## src/rtl/pulse_train_ctrl.sv

```systemverilog
// pulse_train_ctrl: programmable single/double pulse train sequencer.
// One down-counter is reloaded on every state change. sig_out is a registered
// copy of "FSM is in a HIGH state", so it lags the FSM by one cycle. Because of
// that lag, a pulse starts one edge after HIGH1 is entered, and a stop seen at
// the end of a HIGH state still leaves the final high cycle intact.
module pulse_train_ctrl #(
   parameter int               CNT_W        = 16,
   parameter logic [CNT_W-1:0] DEF_DELAY    = CNT_W'(0),
   parameter logic [CNT_W-1:0] DEF_PERIOD   = CNT_W'(100),
   parameter logic [CNT_W-1:0] DEF_WIDTH    = CNT_W'(2),
   parameter logic [CNT_W-1:0] DEF_INTERVAL = CNT_W'(5)
) (
   input  logic             clk,
   input  logic             rst_n,
   input  logic             cfg_valid,
   output logic             cfg_ready,
   input  logic [CNT_W-1:0] cfg_delay,
   input  logic [CNT_W-1:0] cfg_period,
   input  logic [CNT_W-1:0] cfg_width,
   input  logic [CNT_W-1:0] cfg_interval,
   input  logic             cfg_double,
   output logic             cfg_err,
   input  logic             start,
   input  logic             stop,
   output logic             sig_out,
   output logic             busy,
   output logic [CNT_W-1:0] pulse_cnt
);

   localparam logic [2:0] ST_IDLE  = 3'd0;
   localparam logic [2:0] ST_DELAY = 3'd1;
   localparam logic [2:0] ST_HIGH1 = 3'd2;
   localparam logic [2:0] ST_GAP   = 3'd3;
   localparam logic [2:0] ST_HIGH2 = 3'd4;
   localparam logic [2:0] ST_WAIT  = 3'd5;

   localparam logic [CNT_W-1:0] ONE     = CNT_W'(1);
   localparam logic [CNT_W-1:0] CNT_MAX = '1;

   logic [2:0]       state_reg, state_next;
   logic [CNT_W-1:0] cnt_reg, cnt_next;
   logic             stop_pend_reg, stop_pend_next;
   logic [CNT_W-1:0] delay_reg, period_reg, width_reg, interval_reg;
   logic             double_reg;
   logic             sig_out_reg, cfg_err_reg;
   logic [CNT_W-1:0] pulse_cnt_reg;

   logic             idle, cfg_take, cfg_ok, start_take, cnt_done, sig_next;
   logic [CNT_W:0]   iw_sum;

   assign idle       = (state_reg == ST_IDLE);
   assign cfg_take   = cfg_valid && idle;
   assign start_take = idle && start && !stop && !cfg_take;
   assign cnt_done   = (cnt_reg == '0);
   assign sig_next   = (state_reg == ST_HIGH1) || (state_reg == ST_HIGH2);
   assign iw_sum     = {1'b0, cfg_interval} + {1'b0, cfg_width};

   // Config legality: width nonzero, and every derived gap/wait lasts >= 1 cycle.
   always_comb begin
      cfg_ok = (cfg_width != '0);
      if (cfg_double)
         cfg_ok = cfg_ok && (cfg_interval > cfg_width) && ({1'b0, cfg_period} > iw_sum);
      else
         cfg_ok = cfg_ok && (cfg_period > cfg_width);
   end

   // Next-state and counter reload; each state lasts (loaded count + 1) cycles.
   always_comb begin
      state_next     = state_reg;
      cnt_next       = cnt_reg;
      stop_pend_next = stop_pend_reg;
      case (state_reg)
         ST_IDLE: begin
            stop_pend_next = 1'b0;
            if (start_take) begin
               if (delay_reg == '0) begin
                  state_next = ST_HIGH1;
                  cnt_next   = width_reg - ONE;
               end else begin
                  state_next = ST_DELAY;
                  cnt_next   = delay_reg - ONE;
               end
            end
         end
         ST_DELAY, ST_GAP, ST_WAIT: begin
            if (stop) begin
               state_next = ST_IDLE;
            end else if (cnt_done) begin
               state_next = (state_reg == ST_GAP) ? ST_HIGH2 : ST_HIGH1;
               cnt_next   = width_reg - ONE;
            end else begin
               cnt_next = cnt_reg - ONE;
            end
         end
         ST_HIGH1, ST_HIGH2: begin
            if (cnt_done) begin
               if (stop || stop_pend_reg) begin
                  state_next = ST_IDLE;
               end else if (state_reg == ST_HIGH1 && double_reg) begin
                  state_next = ST_GAP;
                  cnt_next   = interval_reg - width_reg - ONE;
               end else begin
                  state_next = ST_WAIT;
                  cnt_next   = (state_reg == ST_HIGH2)
                             ? period_reg - interval_reg - width_reg - ONE
                             : period_reg - width_reg - ONE;
               end
            end else begin
               cnt_next = cnt_reg - ONE;
               if (stop) stop_pend_next = 1'b1;
            end
         end
         default: state_next = ST_IDLE;
      endcase
   end

   // FSM state, counter and pending-stop flag.
   always_ff @(posedge clk or negedge rst_n) begin
      if (!rst_n) begin
         state_reg     <= ST_IDLE;
         cnt_reg       <= '0;
         stop_pend_reg <= 1'b0;
      end else begin
         state_reg     <= state_next;
         cnt_reg       <= cnt_next;
         stop_pend_reg <= stop_pend_next;
      end
   end

   // Configuration registers and the one-cycle reject flag.
   always_ff @(posedge clk or negedge rst_n) begin
      if (!rst_n) begin
         delay_reg    <= DEF_DELAY;
         period_reg   <= DEF_PERIOD;
         width_reg    <= DEF_WIDTH;
         interval_reg <= DEF_INTERVAL;
         double_reg   <= 1'b0;
         cfg_err_reg  <= 1'b0;
      end else begin
         cfg_err_reg <= cfg_take && !cfg_ok;
         if (cfg_take && cfg_ok) begin
            delay_reg    <= cfg_delay;
            period_reg   <= cfg_period;
            width_reg    <= cfg_width;
            interval_reg <= cfg_interval;
            double_reg   <= cfg_double;
         end
      end
   end

   // Registered pulse output and saturating leading-edge counter.
   always_ff @(posedge clk or negedge rst_n) begin
      if (!rst_n) begin
         sig_out_reg   <= 1'b0;
         pulse_cnt_reg <= '0;
      end else begin
         sig_out_reg <= sig_next;
         if (start_take)
            pulse_cnt_reg <= '0;
         else if (sig_next && !sig_out_reg && pulse_cnt_reg != CNT_MAX)
            pulse_cnt_reg <= pulse_cnt_reg + ONE;
      end
   end

   assign cfg_ready = idle;
   assign busy      = !idle;
   assign cfg_err   = cfg_err_reg;
   assign sig_out   = sig_out_reg;
   assign pulse_cnt = pulse_cnt_reg;

endmodule

```

## config.mk

```make
export PLATFORM = sky130hd
export DESIGN_NAME = pulse_train_ctrl
export DESIGN_NICKNAME = d
export VERILOG_FILES = /design/src/rtl/pulse_train_ctrl.sv
export SDC_FILE = /design/constraint.sdc
export NUM_CORES = 1
export LEC_CHECK = 0
export BUFFER_PORTS_ARGS = -buffer_cell sky130_fd_sc_hd__buf_2
export CAP_MARGIN = 15
export CORE_MARGIN = 2
export CORE_UTILIZATION = 56
export DETAILED_ROUTE_END_ITERATION = 8
export GPL_TIMING_DRIVEN = 0
export HOLD_SLACK_MARGIN = 0.06
export PLACE_DENSITY = 0.79
export RECOVER_POWER = 50
export SLEW_MARGIN = 20
export SYNTH_ARGS = -nofsm -noshare
export SYNTH_HDL_FRONTEND = slang
export SYNTH_SLANG_ARGS = --single-unit
export TNS_END_PERCENT = 1
```

## constraint.sdc

```tcl
create_clock -name clk -period 3.2 [get_ports clk]
set_clock_uncertainty 0.1 [all_clocks]
set_input_delay 0.32 -clock clk [delete_from_list [all_inputs] [get_ports clk]]
set_output_delay 0.32 -clock clk [all_outputs]
set_load 0.005 [all_outputs]
```

==> results.py, run 1 <==
metrics = {
    "floorplan": {
        "die_area_mm2": 0.0194,
        "die_y_um": 139,
        "fp.coreArea_mm2": 0.0180,
        "chipWidth_um": 139,
        "rows": 49,
        "io_pins": 90,
        "start_util_pct": 57.1,
    },
    "sta": {
        "rsz0062_at_grt": "true",
        "fmax_mhz": 226,
        "relSlewSlack_pct": -45.5,
        "finalHoldViolCount": 0,
        "setup_slack_ns": -1.23,
        "period_needed_ns": 4.43,
        "drv_slew": 39,
        "worst_pin_slew_ns": 2.18,
        "fin_crit_sh_pct": 138,
        "finalSetupViolations": 72,
    },
    "yosys": {
        "synth_top_area_cell": "dfrtp_1",
        "ys_warn_count": 0,
        "ys_seq_area_share_pct": 25.2,
        "mappedNetlistArea_mm2": 0.0103,
        "ys_async_sr_fraction_pct": 100,
        "synth-edff-count": 0,
        "yosysTopAreaCellShare_pct": 23.7,
        "synthFlopType": "dfrtp_1",
        "synthTopCellsByArea": "dfrtp_1 24%, ha_1 16%, mux2_2 5.2%",
        "synth-seq-cells": 103,
        "synthesis.instances": 1196,
        "syn_avg_cell_area_um2": 8.57,
        "synthDistinctLibCells": 69,
        "syn_nets": 1414,
    },
    "route": {
        "drc_errors": 0,
        "wirelength_um": 29300,
        "drt_iter0_drc": 773,
        "firstDrtPassIters": 8,
        "vias_per_cell": 6.11,
        "wl_per_cell_um": 18.9,
        "vias": 9461,
        "ant_nets": 0,
    },
    "placement": {
        "place_area_mm2": 0.0111,
        "dp.final_hpwl_um": 22900,
        "place.gp.congestion": 0.998,
        "portBuffers": 89,
    },
    "cts": {
        "numCtsBuffers": 9,
        "cts_tree": "built",
        "clk_path_buf_depth": 2,
        "cts_root_buffer": "clkbuf_16",
        "path_clk_slew_ns": 0.08,
        "insertion_delay_ns": 0.37,
        "cts.sinks": 103,
        "htree_num_levels": 3,
    },
    "finish": {
        "layout_commonest_cell": "ha_1",
        "stdcell_area_mm2": 0.0120,
        "num_antenna_cells": 0,
        "final_util_pct": 66.6,
        "layout_common_cells": "125 x ha_1, 95 x nor2_1, 95 x dfrtp_1",
        "drive_gt1_share_pct": 19.5,
        "area.growth.synth_to_final_pct": 16.7,
        "layout.nets": 1533,
    },
    "run_status": {
        "status": "finished with violations",
        "violations": "capacitance limit, slew limit, setup timing",
    },
    "power": {
        "irDropWorstVdd_mv": 0.558,
        "leakage_nw": 5.42,
        "p_per_area_mw_per_mm2": 1230,
    },
    "grt": {
        "antenna_found_initial": 0,
        "groute.usage.overall_pct": 30.1,
        "grt_pass1_vias": 9244,
        "grt-ovfl-total": 0,
        "grt_first_pass_wirelength_um": 47000,
        "grt_max_degree": 67,
    },
    "worst_setup_path": {
        "critical_path_required_ns": 3.35,
        "crit_path_start": "cfg_width[0]",
        "crit_top_cell": "buf_4",
        "cp-start-kind": "primary input",
        "reg2reg_from": "width_reg[1]",
        "crit_fanout": 8,
        "critPathKind": "primary input to flip-flop",
        "crit_slowest_cell": "o41ai_2",
        "crit_chain": "buf_12 > ha_4 > inv_2 > fa_2 > o21bai_1 > a21oi_2 > o21ai_2 > a2111oi_4 > o41ai_2 > buf_4 > buf_4 > buf_4 > xnor2_1 > ha_1 > nand4_1 > nor3_2 > a21boi_4 > a2111oi_2 > a211oi_2 > nand3_2 > and2_4 > buf_12 > clkbuf_16 > mux2_2",
        "cp.arrival_ns": 4.58,
        "slowest_delay_ns": 0.36,
        "cp-end-kind": "flip-flop",
    },
    "hold_path": {
        "hold_class": "primary input to flip-flop",
        "min-delay-start": "cfg_delay[12]",
    },
    "job": {
        "cap_violations": 1,
    },
}
-- where the power goes --
| part | switching [W] | internal (W) |
|---|---|---|
| clock | 0.000556 | 0.000540 |
| sequential | 0.000769 | 0.00195 |
| combinational | 0.00616 | 0.00478 |
-- per-stage QoR --
stage	hold WS, ns	power [W]	setup TNS, ns	setup WS (ns)	std cells
2_1_floorplan	-0.0756	0.0103	-56.73	-0.909	1196
3_3_place_gp	0.363	0.0124	-145.51	-2.25	1514
3_5_place_dp	0.155	0.0127	-146.43	-2.27	1515
4_1_cts	0.0769	0.0143	-69.97	-1.13	1541
5_1_grt	0.0838	0.0161	-89.79	-1.40	1548
6_report	0.0833	0.0148	-76.63	-1.23	1548
-- final timing paths --
path	to	slack, ns	cells after the start
setup / recovery	interval_reg[13]	-1.23	24
hold / removal	delay_reg[12]	0.08	2
setup reg to reg	cnt_reg[14]	-0.39	12
hold reg to reg	cnt_reg[1]	0.39	2
max in group asynchronous	width_reg[0]	0.44	3
min in group asynchronous	pulse_cnt[3]	1.03	2
-- cells by family after synthesis --
| logic type | synth area share [%] |
|---|---|
| AND/OR/NAND/NOR | 19.0 |
| AO/OA/AOI/OAI | 17.8 |
| adder cells (fa/ha/maj) | 19.4 |
| buffers and inverters | 4.56 |
| flip-flops | 25.2 |
| XOR/XNOR | 8.20 |
| multiplexers | 5.84 |
-- metal layers --
layer  routed length (um)  vias up  GRT usage [%]
met2                14200      306           49.9
met1                12500     4533           38.7
li1                     -     4550              -
met5                    0        -              0
met3                 1340       72           3.17
met4                 1350        0           16.1
-- synthesized netlist by cell type (12+ instances only) --
cell      count
ha_1        130
nor2_1       98
dfrtp_1      97
nand2_1      88
inv_1        86
o21ai_0      72
a21oi_1      71
xnor2_1      59
mux2_2       47
nand3_1      47
xor2_1       37
nor3_1       36
clkbuf_1     26
nor2b_1      20
a21o_1       18
fa_1         18
a211oi_1     17
nor4_1       17
nand4_1      14
a31oi_1      13
o211ai_1     12
o21bai_1     12
or3_1        12
-- worst max-delay path: cells and delay by family --
family                   cells  cell delay [ns]
XOR/XNOR                     1             0.07
AND/OR/NAND/NOR              4             0.77
adder cells (fa/ha/maj)      3             0.75
buffers and inverters        7             0.82
AO/OA/AOI/OAI                8             1.56
multiplexers                 1             0.27
-- layout make-up --
cell class                      count  area [um2]
Buffer                             36         274
Clock buffer                        9         225
Clock inverter                      6        55.1
Fill cell                        1455        6000
Inverter                           86         325
Multi-Input combinational cell    971        7490
Sequential cell                   103        2590
Tap cell                          229         287
Timing Repair Buffer              108         722
-- timing repair --
| action | 4_1_cts | 5_1_grt |
|---|---|---|
| gates cloned | 2 | 3 |
| resized for setup | 74 | 43 |
| endpoints found under the setup margin | 78 | 83 |
| hold endpoints to repair | 37 | 0 |
| setup buffers | 8 | 5 |
| hold buffers | 1 | 0 |
| pin swaps | 28 | 20 |
(Power assumes the default switching activity.)
==> inputs of run 2 (changes only) <==
SETUP_SLACK_MARGIN = 0.05   (was default)
==> run 2 against run 1 <==
The flow still finishes with violations (capacitance limit, slew limit, setup timing). Die area stayed put. Worst hold slack got worse by 0.0042 ns. Sequential power barely moved. Worst setup slack worse by 0.011 ns. Combinational power about the same. Critical path depth unchanged. Core utilization up 1.1 points. Critical path type unchanged. Highest routed layer unchanged.
==> results.py, run 2 (synthesized netlist as in run 1, its figures left out) <==
metrics = {
    "cts": {
        "numCtsBuffers": 9,
        "clk_path_buf_depth": 2,
        "cts_tree": "built",
        "path_clk_slew_ns": 0.08,
        "insertion_delay_ns": 0.37,
        "htree_num_levels": 3,
        "cts_root_buffer": "clkbuf_16",
        "cts.sinks": 103,
    },
    "route": {
        "ant_nets": 0,
        "wirelength_um": 30000,
        "wl_per_cell_um": 19.4,
        "firstDrtPassIters": 5,
        "drc_errors": 0,
        "drt_iter0_drc": 896,
        "vias": 9635,
        "vias_per_cell": 6.22,
    },
    "sta": {
        "fin_crit_sh_pct": 139,
        "finalSetupViolations": 71,
        "period_needed_ns": 4.44,
        "relSlewSlack_pct": -47.4,
        "drv_slew": 39,
        "finalHoldViolCount": 0,
        "setup_slack_ns": -1.24,
        "fmax_mhz": 225,
        "worst_pin_slew_ns": 2.21,
        "rsz0062_at_grt": "true",
    },
    "floorplan": {
        "chipWidth_um": 139,
        "rows": 49,
        "die_y_um": 139,
        "die_area_mm2": 0.0194,
        "start_util_pct": 57.1,
        "io_pins": 90,
        "fp.coreArea_mm2": 0.0180,
    },
    "placement": {
        "place.gp.congestion": 0.998,
        "portBuffers": 89,
        "dp.final_hpwl_um": 22900,
        "place_ws_ns": -2.27,
    },
    "hold_path": {
        "hold_class": "primary input to flip-flop",
        "hold_depth": 2,
        "min-delay-start": "cfg_delay[9]",
        "whs_endpoint": "delay_reg[9]",
    },
    "finish": {
        "layout.nets": 1535,
        "final_util_pct": 67.7,
        "num_antenna_cells": 0,
        "num-fill-cells": 1438,
        "area.growth.synth_to_final_pct": 18.6,
        "layout_common_cells": "124 x ha_1, 95 x nor2_1, 95 x dfrtp_1",
        "drive_gt1_share_pct": 20.2,
        "layout_commonest_cell": "ha_1",
    },
    "grt": {
        "grt_max_degree": 67,
        "grt_pass1_vias": 9244,
        "groute.usage.overall_pct": 30.1,
        "antenna_found_initial": 0,
        "grt_first_pass_wirelength_um": 47000,
        "grt-ovfl-total": 0,
    },
    "power": {
        "p_per_area_mw_per_mm2": 1240,
        "power.internal_w": 0.00743,
        "switching_share_pct": 50.6,
        "irDropWorstVdd_mv": 0.564,
        "pwr-share-seq_pct": 18.3,
        "switching_power_w": 0.00761,
        "p_comb_share_pct": 74.4,
        "leakage_nw": 5.62,
        "p_clk_share_pct": 7.4,
    },
    "worst_setup_path": {
        "critPathKind": "primary input to flip-flop",
        "critical_path_required_ns": 3.35,
        "crit_path_start": "cfg_width[0]",
        "cp-start-kind": "primary input",
        "worstRegToRegCells": 12,
        "cp.arrival_ns": 4.59,
        "reg2reg_from": "width_reg[1]",
        "r2r_end": "cnt_reg[14]",
        "crit_fanout": 8,
        "cp-end-kind": "flip-flop",
        "rrSetupSlack_ns": -0.33,
    },
    "job": {
        "cap_violations": 1,
    },
    "run_status": {
        "status": "finished with violations",
        "violations": "capacitance limit, slew limit, setup timing",
    },
}
==> run 2: routing by layer <==
layer / share of wire, % / track usage, %
met1: 42 / 38.7
met2: 48 / 49.9
met3: 4.9 / 3.17
met4: 4.6 / 16.1
met5: 0 / 0
==> run 2: worst max-delay path, cell delays in order <==
cell and delay [ns]:
buf_12 0.08, ha_4 0.13, inv_2 0.03, fa_2 0.33
o21bai_1 0.16, a21oi_2 0.09, o21ai_2 0.23, a2111oi_4 0.12
o41ai_2 0.39, buf_4 0.18, buf_4 0.12, xnor2_2 0.06
ha_1 0.30, nand4_1 0.19, nor3_2 0.30, nand4_1 0.24
o211ai_1 0.15, a211oi_1 0.07, buf_4 0.16, nand3_2 0.07
and2_4 0.19, buf_12 0.18, buf_12 0.14, mux2_2 0.34
==> run 2: area by class of cell <==
| type | count | area [um2] | share of cell area (%) |
|---|---|---|---|
| multi-input combinational | 971 | 7650 | 62.9 |
| sequential | 103 | 2590 | 21.3 |
| timing repair buffer | 110 | 744 | 6.12 |
| inverter | 86 | 325 | 2.68 |
| tap | 229 | 287 | 2.36 |
| buffer | 36 | 283 | 2.33 |
| clock buffer | 9 | 225 | 1.85 |
| clock inverter | 6 | 55.1 | 0.453 |
==> run 2: power by group through the flow <==
stage          registers (W)  clock network [W]  logic, W
2_1_floorplan        0.00248                  0   0.00781
5_1_grt              0.00284            0.00115    0.0124
3_5_place_dp         0.00270                  0    0.0100
3_3_place_gp         0.00267                  0   0.00977
4_1_cts              0.00269            0.00110    0.0105
6_report             0.00274            0.00111    0.0112
==> run 2: worst max-delay path by stage <==
| stage | slack [ns] | to |
|---|---|---|
| 2_1_floorplan | -0.91 | delay_reg[0] |
| 3_3_place_gp | -2.25 | width_reg[15] |
| 3_5_place_dp | -2.27 | width_reg[15] |
| 4_1_cts | -1.13 | width_reg[0] |
| 5_1_grt | -1.40 | period_reg[12] |
| 6_report | -1.24 | period_reg[12] |
==> run 2: per-stage QoR <==
stage                     std cells  hold slack (ns)  cell area, um2  setup TNS, ns  power [W]
after CTS                      1541           0.0769           11700         -69.94     0.0143
after global routing           1550           0.0864           12200         -89.09     0.0164
after detailed placement       1515            0.155           11100        -146.43     0.0127
after global placement         1514            0.363           11000        -145.51     0.0124
after floorplan                1196          -0.0756           10300         -56.73     0.0103
final                          1550           0.0791           12200         -75.50     0.0150
==> run 2: what timing repair did <==
item / in CTS / in global routing
buffers inserted: 8 / 7
resized for setup: 75 / 90
endpoints found under the hold margin: 37 / 0
hold buffers: 1 / 0
setup endpoints to repair: 81 / 85
cloned: 2 / 3
pin swaps: 28 / 25
